[config.mk]
export PLATFORM = sky130hd
export DESIGN_NAME = sync_fifo_flags
export DESIGN_NICKNAME = d
export VERILOG_FILES = /design/src/rtl/fifo_pkg.sv /design/src/rtl/fifo_mem.sv /design/src/rtl/sync_fifo_flags.sv
export SDC_FILE = /design/constraint.sdc
export NUM_CORES = 1
export LEC_CHECK = 0
export ABC_CLOCK_PERIOD_IN_PS = 2860
export BUFFER_PORTS_ARGS = -buffer_cell sky130_fd_sc_hd__buf_2
export CORE_MARGIN = 2
export CORE_UTILIZATION = 55
export CTS_BUF_LIST = sky130_fd_sc_hd__clkbuf_16
export DETAILED_ROUTE_END_ITERATION = 8
export GPL_TIMING_DRIVEN = 0
export HOLD_SLACK_MARGIN = 0.02
export PLACE_DENSITY = 0.75
export RECOVER_POWER = 50
export SLEW_MARGIN = 20
export SYNTH_ARGS = -nofsm -noshare
export SYNTH_HDL_FRONTEND = slang
export SYNTH_SLANG_ARGS = --single-unit
export TNS_END_PERCENT = 30
[constraint.sdc]
create_clock -name clk -period 2.86 [get_ports clk]
set_input_delay 0.286 -clock clk [delete_from_list [all_inputs] [get_ports clk]]
set_output_delay 0.286 -clock clk [all_outputs]
set_load 0.05 [all_outputs]
[src/rtl/fifo_pkg.sv]
// Shared constants and sizing helpers for the synchronous FIFO family.
package fifo_pkg;

  localparam int unsigned FWFT_OFF = 0;
  localparam int unsigned FWFT_ON  = 1;

  function automatic int unsigned clog2(input int unsigned n);
    int unsigned r;
    r = 0;
    while ((64'd1 << r) < 64'(n)) r = r + 1;
    return r;
  endfunction

  // Width needed to hold an occupancy value in 0..depth.
  function automatic int unsigned cnt_width(input int unsigned depth);
    return clog2(depth + 1);
  endfunction

  function automatic int unsigned addr_width(input int unsigned depth);
    return (depth > 1) ? clog2(depth) : 1;
  endfunction

endpackage

[src/rtl/fifo_mem.sv]
// FIFO storage array: synchronous write port, asynchronous read port.
module fifo_mem #(
  parameter int unsigned DATA_WIDTH = 32,
  parameter int unsigned FIFO_DEPTH = 16,
  parameter int unsigned AW         = 4
) (
  input  logic                  clk,
  input  logic                  we,
  input  logic [AW-1:0]         waddr,
  input  logic [DATA_WIDTH-1:0] wdata,
  input  logic [AW-1:0]         raddr,
  output logic [DATA_WIDTH-1:0] rdata
);

  logic [DATA_WIDTH-1:0] mem [FIFO_DEPTH];

  always_ff @(posedge clk) begin
    if (we) mem[waddr] <= wdata;
  end

  assign rdata = mem[raddr];

endmodule

[src/rtl/sync_fifo_flags.sv]
// Single-clock FIFO with arbitrary depth, registered occupancy/threshold flags,
// overflow/underflow pulses and a selectable first-word-fall-through read port.
module sync_fifo_flags
  import fifo_pkg::*;
#(
  parameter int unsigned DATA_WIDTH = 32,
  parameter int unsigned FIFO_DEPTH = 16,
  parameter int unsigned AF_THRESH  = FIFO_DEPTH - 2,
  parameter int unsigned AE_THRESH  = 2,
  parameter int unsigned FWFT       = FWFT_OFF
) (
  input  logic                               clk,
  input  logic                               rst,
  input  logic                               cs,
  input  logic                               wr_en,
  input  logic                               rd_en,
  input  logic [DATA_WIDTH-1:0]              data_in,
  output logic [DATA_WIDTH-1:0]              data_out,
  output logic                               full,
  output logic                               empty,
  output logic                               almost_full,
  output logic                               almost_empty,
  output logic [cnt_width(FIFO_DEPTH)-1:0]   count,
  output logic                               overflow,
  output logic                               underflow
);

  localparam int unsigned CW = cnt_width(FIFO_DEPTH);
  localparam int unsigned AW = addr_width(FIFO_DEPTH);

  logic [AW-1:0]         wr_ptr;
  logic [AW-1:0]         rd_ptr;
  logic                  rd_acc;
  logic                  wr_acc;
  logic [CW-1:0]         count_next;
  logic [DATA_WIDTH-1:0] rd_data;

  // Explicit wrap so non-power-of-2 depths never address past the last entry.
  function automatic logic [AW-1:0] ptr_inc(input logic [AW-1:0] p);
    return (p == AW'(FIFO_DEPTH - 1)) ? '0 : p + AW'(1);
  endfunction

  always_comb begin
    rd_acc     = cs & rd_en & ~empty;
    wr_acc     = cs & wr_en & (~full | rd_acc);
    count_next = count + CW'(wr_acc) - CW'(rd_acc);
  end

  always_ff @(posedge clk or negedge rst) begin
    if (!rst) begin
      wr_ptr       <= '0;
      rd_ptr       <= '0;
      count        <= '0;
      full         <= 1'b0;
      empty        <= 1'b1;
      almost_full  <= 1'b0;
      almost_empty <= 1'b1;
      overflow     <= 1'b0;
      underflow    <= 1'b0;
    end else begin
      if (wr_acc) wr_ptr <= ptr_inc(wr_ptr);
      if (rd_acc) rd_ptr <= ptr_inc(rd_ptr);
      count        <= count_next;
      full         <= (count_next == CW'(FIFO_DEPTH));
      empty        <= (count_next == '0);
      almost_full  <= (count_next >= CW'(AF_THRESH));
      almost_empty <= (count_next <= CW'(AE_THRESH));
      overflow     <= cs & wr_en & ~wr_acc;
      underflow    <= cs & rd_en & ~rd_acc;
    end
  end

  fifo_mem #(
    .DATA_WIDTH (DATA_WIDTH),
    .FIFO_DEPTH (FIFO_DEPTH),
    .AW         (AW)
  ) u_mem (
    .clk   (clk),
    .we    (wr_acc),
    .waddr (wr_ptr),
    .wdata (data_in),
    .raddr (rd_ptr),
    .rdata (rd_data)
  );

  generate
    if (FWFT == FWFT_ON) begin : g_fwft
      assign data_out = empty ? '0 : rd_data;
    end else begin : g_reg
      // Full FIFO with simultaneous read+write: the async read sees the old
      // word at rd_ptr before the write lands, so the head is not clobbered.
      always_ff @(posedge clk or negedge rst) begin
        if (!rst)        data_out <= '0;
        else if (rd_acc) data_out <= rd_data;
      end
    end
  endgenerate

endmodule

Word-level counts from Yosys, hierarchy flattened
Memory sizes are Yosys's and may differ from the RTL's. A register that Yosys moved wholly into a read port is not among the register bits.
Cells that the tools add are included.
Word-level totals
  bits in registers: 19
  memory bits (writable): 512
  bits of input ports: 37
  output and inout bits: 43
  word-level logic and storage cells: 36
  memories: 1
Cells by class
  add/subtract/negate cells: 4
  magnitude comparators: 2
  equality and inequality tests: 3
  muxes and demuxes: 4
  bitwise logic cells: 11
  reduce and logical (&&, ||, !) cells: 2
Memories
  u_mem.mem: words 16, width 32, read ports 1, clocked after memory_dff 1, write ports 1, RTL line fifo_mem.sv:15  | logic [DATA_WIDTH-1:0] mem [FIFO_DEPTH];
Operators by type and width (number)
  adder 4 x 1 -> 4 bit (second input constant): 2
  equality test 4 bit (second input constant): 2
  2-to-1 mux 4 bit: 2
  bitwise AND 1 bit: 6
  adder 5 x 1 -> 5 bit: 1
  equality test 5 bit (second input constant): 1
  greater-or-equal comparator 5 x 4 -> 1 bit (second input constant): 1
  less-or-equal comparator 5 x 2 -> 1 bit (second input constant): 1
  logical NOT 5 bit: 1
  subtractor 5 x 1 -> 5 bit: 1
  NOT 1 bit: 4
  2-to-1 mux 1 bit: 2
  logical NOT 1 bit: 1
  OR 1 bit: 1

Longest topological paths before layout
Gate-level depths: netlist (run 1).
  depth after elaboration: 7
  gate-level depth with buffers: 11

Cells and area by module
From an unflattened synthesis (run 1), not the netlist that was laid out.
Unflattened totals
  cells, all modules: 1026
  area total of the unflattened synthesis: 21375.5 µm²
Modules (own cells, without submodules)
  fifo_mem: instances 1, cells each 806, area an instance 19213.4 µm², sequential area each 15374.7 µm²
  sync_fifo_flags: instances 1, cells each 220, area an instance 2162.1 µm², sequential area each 1278.7 µm²

Worst setup path before layout (run 1)
Ideal clock, no wire load.
  kind: register -> register
  start point: register empty
  end point: register almost_empty
  setup time: 0.105 ns
  arrival time: 2.916 ns
  data required time: 2.755 ns
  path slack: -0.161 ns
  stages on the path, launching flop included: 12
  buffers on the path: 1
  clock period less this slack: 3.021 ns
  path through: dfstp_2 nand3b_1 inv_2 clkbuf_1 ha_1 inv_1 ha_1 fa_1 a21o_1 a21oi_1 xnor2_1 a2111oi_2
Between the ends
  longest elaborated chain between the ends: 7
RTL lines
  start, declared: RTL line sync_fifo_flags.sv:20  | output logic empty,
  start signal, assigned: RTL line sync_fifo_flags.sv:65  | empty <= (count_next == '0);
  NOT 1 bit *: RTL line sync_fifo_flags.sv:44  | rd_acc = cs & rd_en & ~empty;
  bitwise AND 1 bit *: RTL line sync_fifo_flags.sv:44
  named net rd_acc: RTL line sync_fifo_flags.sv:33  | logic rd_acc;
  OR 1 bit: RTL line sync_fifo_flags.sv:45  | wr_acc = cs & wr_en & (~full | rd_acc);
  bitwise AND 1 bit: RTL line sync_fifo_flags.sv:45
  adder 5 x 1 -> 5 bit: RTL line sync_fifo_flags.sv:46  | count_next = count + CW'(wr_acc) - CW'(rd_acc);
  subtractor 5 x 1 -> 5 bit *: RTL line sync_fifo_flags.sv:46
  named net count_next[4]: RTL line sync_fifo_flags.sv:35  | logic [CW-1:0] count_next;
  less-or-equal comparator 5 x 2 -> 1 bit *: RTL line sync_fifo_flags.sv:67  | almost_empty <= (count_next <= CW'(AE_THRESH));
  end signal, assigned: RTL line sync_fifo_flags.sv:67
  end, declared: RTL line sync_fifo_flags.sv:22  | output logic almost_empty,
The timed path passes the listed nets; every way through them passes the cells marked *.
A chain may end at the register's enable or synchronous reset.

Worst setup path in the final report (run 1)
  start point: register empty
  end point: register full
Between the ends
  longest elaborated chain between the ends: 7
RTL lines
  NOT 1 bit *: RTL line sync_fifo_flags.sv:44
  bitwise AND 1 bit *: RTL line sync_fifo_flags.sv:44
  named net rd_acc: RTL line sync_fifo_flags.sv:33
  OR 1 bit: RTL line sync_fifo_flags.sv:45
  bitwise AND 1 bit: RTL line sync_fifo_flags.sv:45
  adder 5 x 1 -> 5 bit: RTL line sync_fifo_flags.sv:46
  subtractor 5 x 1 -> 5 bit *: RTL line sync_fifo_flags.sv:46
  named net count_next[2]: RTL line sync_fifo_flags.sv:35
  equality test 5 bit *: RTL line sync_fifo_flags.sv:64  | full <= (count_next == CW'(FIFO_DEPTH));
  end signal, assigned: RTL line sync_fifo_flags.sv:64
  end, declared: RTL line sync_fifo_flags.sv:19  | output logic full,
Marks and branches as above.

==> results of run 1 <==
-- how the worst min path moves through the flow --
stage / start / to / slack (ps) / depth (start not counted)
finish: cs / wr_ptr[0] / 170 / 4
global route: cs / wr_ptr[1] / 200 / 5
global placement: data_out[0] / data_out[0] / 490 / 2
floorplan: rst / almost_full / -10 / 0
CTS: data_in[27] / u_mem.mem[4][27] / 40 / 1
detailed placement: rst / data_out[25] / 200 / 1
-- cells in the mapped netlist (5+ instances only) --
master    number  share of area, %
dfrtp_1       49               5.6
xnor2_1        5              0.20
o21ai_1       32              0.73
nor2_1        33              0.57
nand2_1       11              0.19
edfxtp_1     512                70
inv_1          7              0.12
o22ai_1       31              0.89
ha_1          10              0.57
mux2i_1      128               5.9
a21oi_1       34              0.78
buf_6         20               1.0
buf_4         12              0.41
and2_1        16              0.46
a221oi_2      29               2.0
buf_2         16              0.37
a31oi_1       31              0.89
mux4_2        64               6.6
clkbuf_1      10              0.17
-- per-stage QoR --
step | instances | area [µm²] | worst slack [ps]
floorplan | 1100 | 21900 | 25.3
global placement | 1704 | 22900 | -404
detailed placement | 1721 | 23400 | -145
CTS | 1828 | 25000 | 49.5
global route | 1828 | 25000 | -86.1
finish | 1828 | 25000 | 19.7
-- kinds of logic after synthesis --
| group | Yosys count |
|---|---|
| DFF | 563 |
| adders and majority gates | 11 |
| and+or+nand+nor | 84 |
| buffers and inverters | 71 |
| muxes | 192 |
| AOI/OAI and AO/OA | 173 |
| xor gates and xnor gates | 6 |
-- metal layers --
layer	GRT usage (%)	routed length [µm]
met3	3.61	3490
met1	31.9	18800
met2	38.0	23000
met4	7.43	1100
met5	0	0
-- where the power goes --
part | internal [mW] | total (mW) | switching, mW
combinational | 2.98 | 7.74 | 4.76
clock | 3.54 | 6.39 | 2.85
sequential | 9.70 | 10.0 | 0.334
total | 16.2 | 24.2 | 7.95
-- state kept, by name, indices dropped and copies added (netlist names) --
signal,flops
almost_empty,1
almost_full,1
count,5
data_out,32
empty,1
full,1
overflow,1
rd_ptr,4
u_mem.mem,512
underflow,1
wr_ptr,4
-- what timing repair did --
action                     CTS  global route
pin swaps                    1             0
setup endpoints to repair    4             2
resized for setup            0             2
hold endpoints to repair    51             0
hold buffers                 5             0
setup buffers                2             0
-- cell type report --
cell class	count	area (µm²)	area share, %
clock inverter	45	208	0.832
multi-input combinational	466	4710	18.9
inverter	9	33.8	0.135
buffer	62	518	2.08
sequential	563	16700	66.7
tap	525	657	2.63
clock buffer	55	1380	5.51
timing repair buffer	103	808	3.24
-- worst max-delay path, cell delays in order, from the launching register on --
cell and delay, ps:
dfstp_2 540, nand3b_1 240, inv_2 70, clkbuf_8 190, ha_1 290, inv_1 40, ha_1 200, fa_2 360
xor2_1 230, or3_4 370, nor3b_2 210
==> flow_metrics.env, run 1 <==
export IMPL_cp_end_kind="flop"
export IMPL_vias=11172
export IMPL_yosys_area_share_simple_pct=2.10
export IMPL_grt_max_degree=35
export IMPL_grt_use_total_pct=23.0
export IMPL_crit_arrival_ps=3340
export IMPL_yosys_warnings=0
export IMPL_skew_ps=14.6
export IMPL_root_buffer="clkbuf_16"
export IMPL_synth_compound_area_share_pct=5.87
export IMPL_synth_area_mux_share_pct=12.5
export IMPL_ys_async_sr_fraction_pct=9.06
export IMPL_wl_per_cell_um=25.4
export IMPL_syn2layout_area_growth_pct=14.2
export IMPL_drc_errors=0
export IMPL_netlist_area_um2=21900
export IMPL_setup_worst_path_class="reg -> reg"
export IMPL_overflow=0
export IMPL_ir_drop_mv=0.559
export IMPL_power_density_nw_per_um2=968
export IMPL_die_w_um=203
export IMPL_setup_viol=0
export IMPL_tritoncts="done"
export IMPL_r2r_start="empty"
export IMPL_syn_area_per_cell_um2=19.9
export IMPL_final_common_cell="edfxtp_1"
export IMPL_fin_nets=1308
export IMPL_ys_seq_elements=563
export IMPL_synthCells=1100
export IMPL_relSlewSlack_pct=14.1
export IMPL_ys_types=49
export IMPL_min_period_ps=2840
export IMPL_totalWireLength_mm=46.4
export IMPL_fin_total_pwr_mw=24.2
export IMPL_htree_num_levels=2
export IMPL_worstSetupEndpoint="full"
export IMPL_slew_viol_final=0
export IMPL_fp_row_count=73
export IMPL_startpoint="empty"
export IMPL_drtPass1Iterations=5
export IMPL_place_hpwl_mm=29.7
export IMPL_clock_fmax_ghz=0.352
export IMPL_ant_nets=0
export IMPL_tns_ps=0
export IMPL_synth_edf_count=512
export IMPL_maxCapViolCount=0
export IMPL_clock_sinks=563
export IMPL_hold_viol=0
export IMPL_antenna_found_initial=0
export IMPL_fillers=2758
export IMPL_reg2reg_to="full"
export IMPL_grt_pass1_vias=11354
export IMPL_seq_area_frac_synth_pct=76.2
export IMPL_io_pins=80
export IMPL_layout_common_cells="512 x edfxtp_1, 128 x mux2i_1, 64 x mux4_2"
export IMPL_drt_vias_per_instance=6.11
export IMPL_final_layout_size_suffix_gt1_share_pct=22.3
export IMPL_cp_required_ps=3360
export IMPL_r2r_cells=10
export IMPL_status="completed"
export IMPL_grt_pass1_wl_mm=69.6
export IMPL_fin_crit_sh_pct=99.3
export IMPL_clockBufferDepth=3
export IMPL_worstSetupStartpointType="flop"
export IMPL_synth_main_ff_cell="edfxtp_1"
export IMPL_dieArea_um2=41400
export IMPL_synthAdderAreaFrac_pct=0.664
export IMPL_core_um2=39500
export IMPL_synth_top_family_by_area="multiplexers"
export IMPL_hold_slack_ps=173
export IMPL_synth_xor_xnor_area_share_pct=0.240
export IMPL_port_buffers=79
export IMPL_min_path_type="in -> reg"
export IMPL_start_util_pct=55.4
export IMPL_p_leak_nw=8.46
export IMPL_gp_congestion=0.770
export IMPL_final_core_util_pct=63.3
export IMPL_clock_latency_ps=590
export IMPL_diodes=0
export IMPL_crit_fanout=10
export IMPL_die_y_um=203
export IMPL_grt_setup_unrepaired="true"
export IMPL_drt_iter0_drc=1013
export IMPL_reg2reg_slack_ps=20
export IMPL_cts_buffers=55
export IMPL_syn_nets=1148
export IMPL_worst_pin_slew_ps=1290
export IMPL_cts_clk_slew_worst_paths_ps=60
(Power assumes the default switching activity.)
==> run 2: changes to the inputs <==
--- a/config.mk
+++ b/config.mk
@@ -5,15 +5,16 @@
 export SDC_FILE = /design/constraint.sdc
 export NUM_CORES = 1
 export LEC_CHECK = 0
-export ABC_CLOCK_PERIOD_IN_PS = 2860
+export ABC_AREA = 1
+export ABC_CLOCK_PERIOD_IN_PS = 2300
 export BUFFER_PORTS_ARGS = -buffer_cell sky130_fd_sc_hd__buf_2
 export CORE_MARGIN = 2
-export CORE_UTILIZATION = 55
+export CORE_UTILIZATION = 56
 export CTS_BUF_LIST = sky130_fd_sc_hd__clkbuf_16
 export DETAILED_ROUTE_END_ITERATION = 8
 export GPL_TIMING_DRIVEN = 0
 export HOLD_SLACK_MARGIN = 0.02
-export PLACE_DENSITY = 0.75
+export PLACE_DENSITY = 0.76
 export RECOVER_POWER = 50
 export SLEW_MARGIN = 20
 export SYNTH_ARGS = -nofsm -noshare
==> constraint.sdc (replaced) <==
create_clock -name clk -period 2.3 [get_ports clk]
set_input_delay 0.23 -clock clk [delete_from_list [all_inputs] [get_ports clk]]
set_output_delay 0.23 -clock clk [all_outputs]
set_load 0.05 [all_outputs]
==> flow_metrics.env, run 2 <==
export IMPL_synth_edf_count=512
export IMPL_min_path_type="in -> reg"
export IMPL_synthCells=2191
export IMPL_ant_nets=0
export IMPL_layout_common_cells="628 x nand2_1, 512 x edfxtp_1, 359 x nand3_1"
export IMPL_clock_sinks=563
export IMPL_totalWireLength_mm=63.1
export IMPL_final_common_cell="nand2_1"
export IMPL_ys_top_cells_by_area="edfxtp_1 65%, nand2_1 10%, nand3_1 7.6%"
export IMPL_largest_reg_flops=512
export IMPL_root_buffer="clkbuf_16"
export IMPL_die_w_um=209
export IMPL_worstSetupStartpointType="flop"
export IMPL_dieArea_um2=43900
export IMPL_io_pins=80
export IMPL_path_cells="buf_2 -> inv_2 -> nand2_1 -> buf_1 -> a21oi_1 -> nor2_1 -> a21oi_1"
export IMPL_crit_buf_inv=3
export IMPL_grt_pass1_vias=16936
export IMPL_htree_num_levels=2
export IMPL_clock_fmax_ghz=0.427
export IMPL_setup_ws_ps=-40.6
export IMPL_placed_cells=2825
export IMPL_synth_main_ff_cell="edfxtp_1"
export IMPL_drt_vias_per_instance=5.67
export IMPL_drt_iter0_drc=1996
export IMPL_syn2layout_area_growth_pct=16.3
export IMPL_fp_row_count=75
export IMPL_relSlewSlack_pct=-12.5
export IMPL_synth_largest_area_cell="edfxtp_1"
export IMPL_drc_errors=0
export IMPL_final_core_util_pct=65.7
export IMPL_start_util_pct=56.5
export IMPL_fin_crit_sh_pct=102
export IMPL_layout_cells_non_filler=2976
export IMPL_cp_required_ps=2780
export IMPL_grt_max_degree=28
export IMPL_grt_pass1_wl_mm=95.3
export IMPL_overflow=0
export IMPL_p_leak_nw=11.5
export IMPL_worst_pin_slew_ps=1690
export IMPL_synth_top_cell_area_share_pct=65.0
export IMPL_netlist_area_um2=23600
export IMPL_ys_async_sr_fraction_pct=9.06
export IMPL_fin_nets=2439
export IMPL_setup_viol=2
export IMPL_cts_clk_slew_worst_paths_ps=60
export IMPL_vias=16862
export IMPL_ys_types=26
export IMPL_fillers=2991
export IMPL_synth_common_cells="635 x nand2_1, 512 x edfxtp_1, 360 x nand3_1, 335 x inv_1, 86 x nor2_1"
export IMPL_top_register="u_mem.mem"
export IMPL_clock_latency_ps=600
export IMPL_cpMostUsedCell="a21oi_1"
export IMPL_syn_nets=2239
export IMPL_crit_arrival_ps=2820
export IMPL_power_density_nw_per_um2=1200
export IMPL_skew_ps=14.1
export IMPL_hold_viol=0
export IMPL_worst_path_dominant_cell_family="buffers and inverters"
export IMPL_largestRegisters="u_mem.mem (512), data_out (32), count (5)"
export IMPL_final_layout_size_suffix_gt1_share_pct=11.6
export IMPL_clockBufferDepth=3
export IMPL_crit_fanout=10
export IMPL_failed_checks="capacitance limit, slew limit, setup timing"
export IMPL_place_hpwl_mm=40.8
export IMPL_drtPass1Iterations=6
export IMPL_wl_per_cell_um=21.2
export IMPL_yosysMostFrequentCell="nand2_1"
export IMPL_cp_end_kind="flop"
export IMPL_syn_area_per_cell_um2=10.8
export IMPL_core_um2=41900
export IMPL_crit_path_max_incr_delay_ps=710
export IMPL_port_buffers=79
export IMPL_slew_viol_final=26
export IMPL_status="finished, violations left"
export IMPL_cts_buffers=55
export IMPL_min_period_ps=2340
export IMPL_grt_use_total_pct=29.1
export IMPL_maxCapViolCount=1
export IMPL_ys_seq_elements=563
export IMPL_seq_area_frac_synth_pct=70.4
export IMPL_slowest_stage="buf_1"
export IMPL_tritoncts="done"
export IMPL_gp_congestion=0.832
export IMPL_grt_setup_unrepaired="true"
export IMPL_setup_worst_path_class="reg -> reg"
export IMPL_ir_drop_mv=1.18
export IMPL_die_y_um=209
export IMPL_antenna_found_initial=0
export IMPL_yosys_warnings=0
-- run 2: cell count changes in the layout (fill, tap and decap cells not counted), sizes merged, moves of 64 or more --
cell	delta
nand2	+624
nand3	+356
mux4	-64
mux2i	-128
buf	+72
inv	+324
-- run 2: worst paths after layout --
check                            startpoint               end  depth (start not counted)  slack [ps]
worst max-delay path              rd_ptr[2]      data_out[27]                          7         -40
max in group asynchronous               rst      data_out[11]                          3         270
min in group asynchronous               rst              full                          2         590
worst min register to register        empty         underflow                          2         520
worst max register to register    rd_ptr[2]      data_out[27]                          7         -40
worst min-delay path            data_in[13]  u_mem.mem[3][13]                          1         210
-- run 2: what timing repair did --
item | CTS | global route
setup buffers | 14 | 4
gates resized for setup | 18 | 8
pin swaps | 12 | 12
endpoints found under the hold margin | 426 | 0
endpoints found under the setup margin | 257 | 123
cloned | 1 | 0
hold buffers | 31 | 0
-- run 2: logic make-up (layout without fill, tap and decap cells) --
logic type | count (synthesis) | in the layout | synth area share (%)
AO/OA/AOI/OAI | 74 | 74 | 1.61
AND/OR/NAND/NOR | 1088 | 1089 | 19.3
XOR/XNOR | 5 | 5 | 0.185
buffers and inverters | 450 | 694 | 7.90
adder cells (fa/ha/maj) | 11 | 11 | 0.614
other | 0 | 1 | 0
flip-flops | 563 | 563 | 70.4
-- run 2: through the flow --
step                setup WS, ps  hold slack (ps)  area [µm²]  power (mW)  setup TNS [ps]
global placement            -872              462       24800        23.5         -280010
finish                     -40.6              214       27500        33.0           -66.2
detailed placement          -602              184       25300        24.2          -25340
CTS                         -115             22.5       27500        32.7            -420
global route                -109              236       27500        34.4           -1130
floorplan                   -424            -65.6       23700        20.1          -22650
-- run 2: report_power, final --
| group | switching [mW] | internal [mW] | total [mW] | leakage [nW] |
|---|---|---|---|---|
| clock network | 3.74 | 4.67 | 8.41 | 0.894 |
| registers | 0.402 | 12.1 | 12.5 | 5.20 |
| logic | 8.77 | 3.30 | 12.1 | 5.36 |
| total | 12.9 | 20.0 | 33.0 | 11.5 |
-- run 2: metal layers --
metal / GRT usage [%] / vias to the layer above / routed length [µm]
li1: - / 7576 / -
met1: 37.5 / 8064 / 23300
met2: 48.6 / 1053 / 31000
met3: 5.60 / 169 / 6440
met4: 12.6 / 0 / 2330
met5: 0 / - / 0
-- run 2: cell type report --
class / instances / area (µm²) / share of cell area, %
Antenna cell: 1 / 2.50 / 0.00910
Buffer: 108 / 579 / 2.11
Clock buffer: 57 / 1430 / 5.19
Clock inverter: 45 / 239 / 0.869
Inverter: 341 / 1290 / 4.69
Multi-Input combinational cell: 1179 / 5330 / 19.4
Sequential cell: 563 / 16700 / 60.6
Tap cell: 539 / 674 / 2.45
Timing Repair Buffer: 143 / 1300 / 4.74
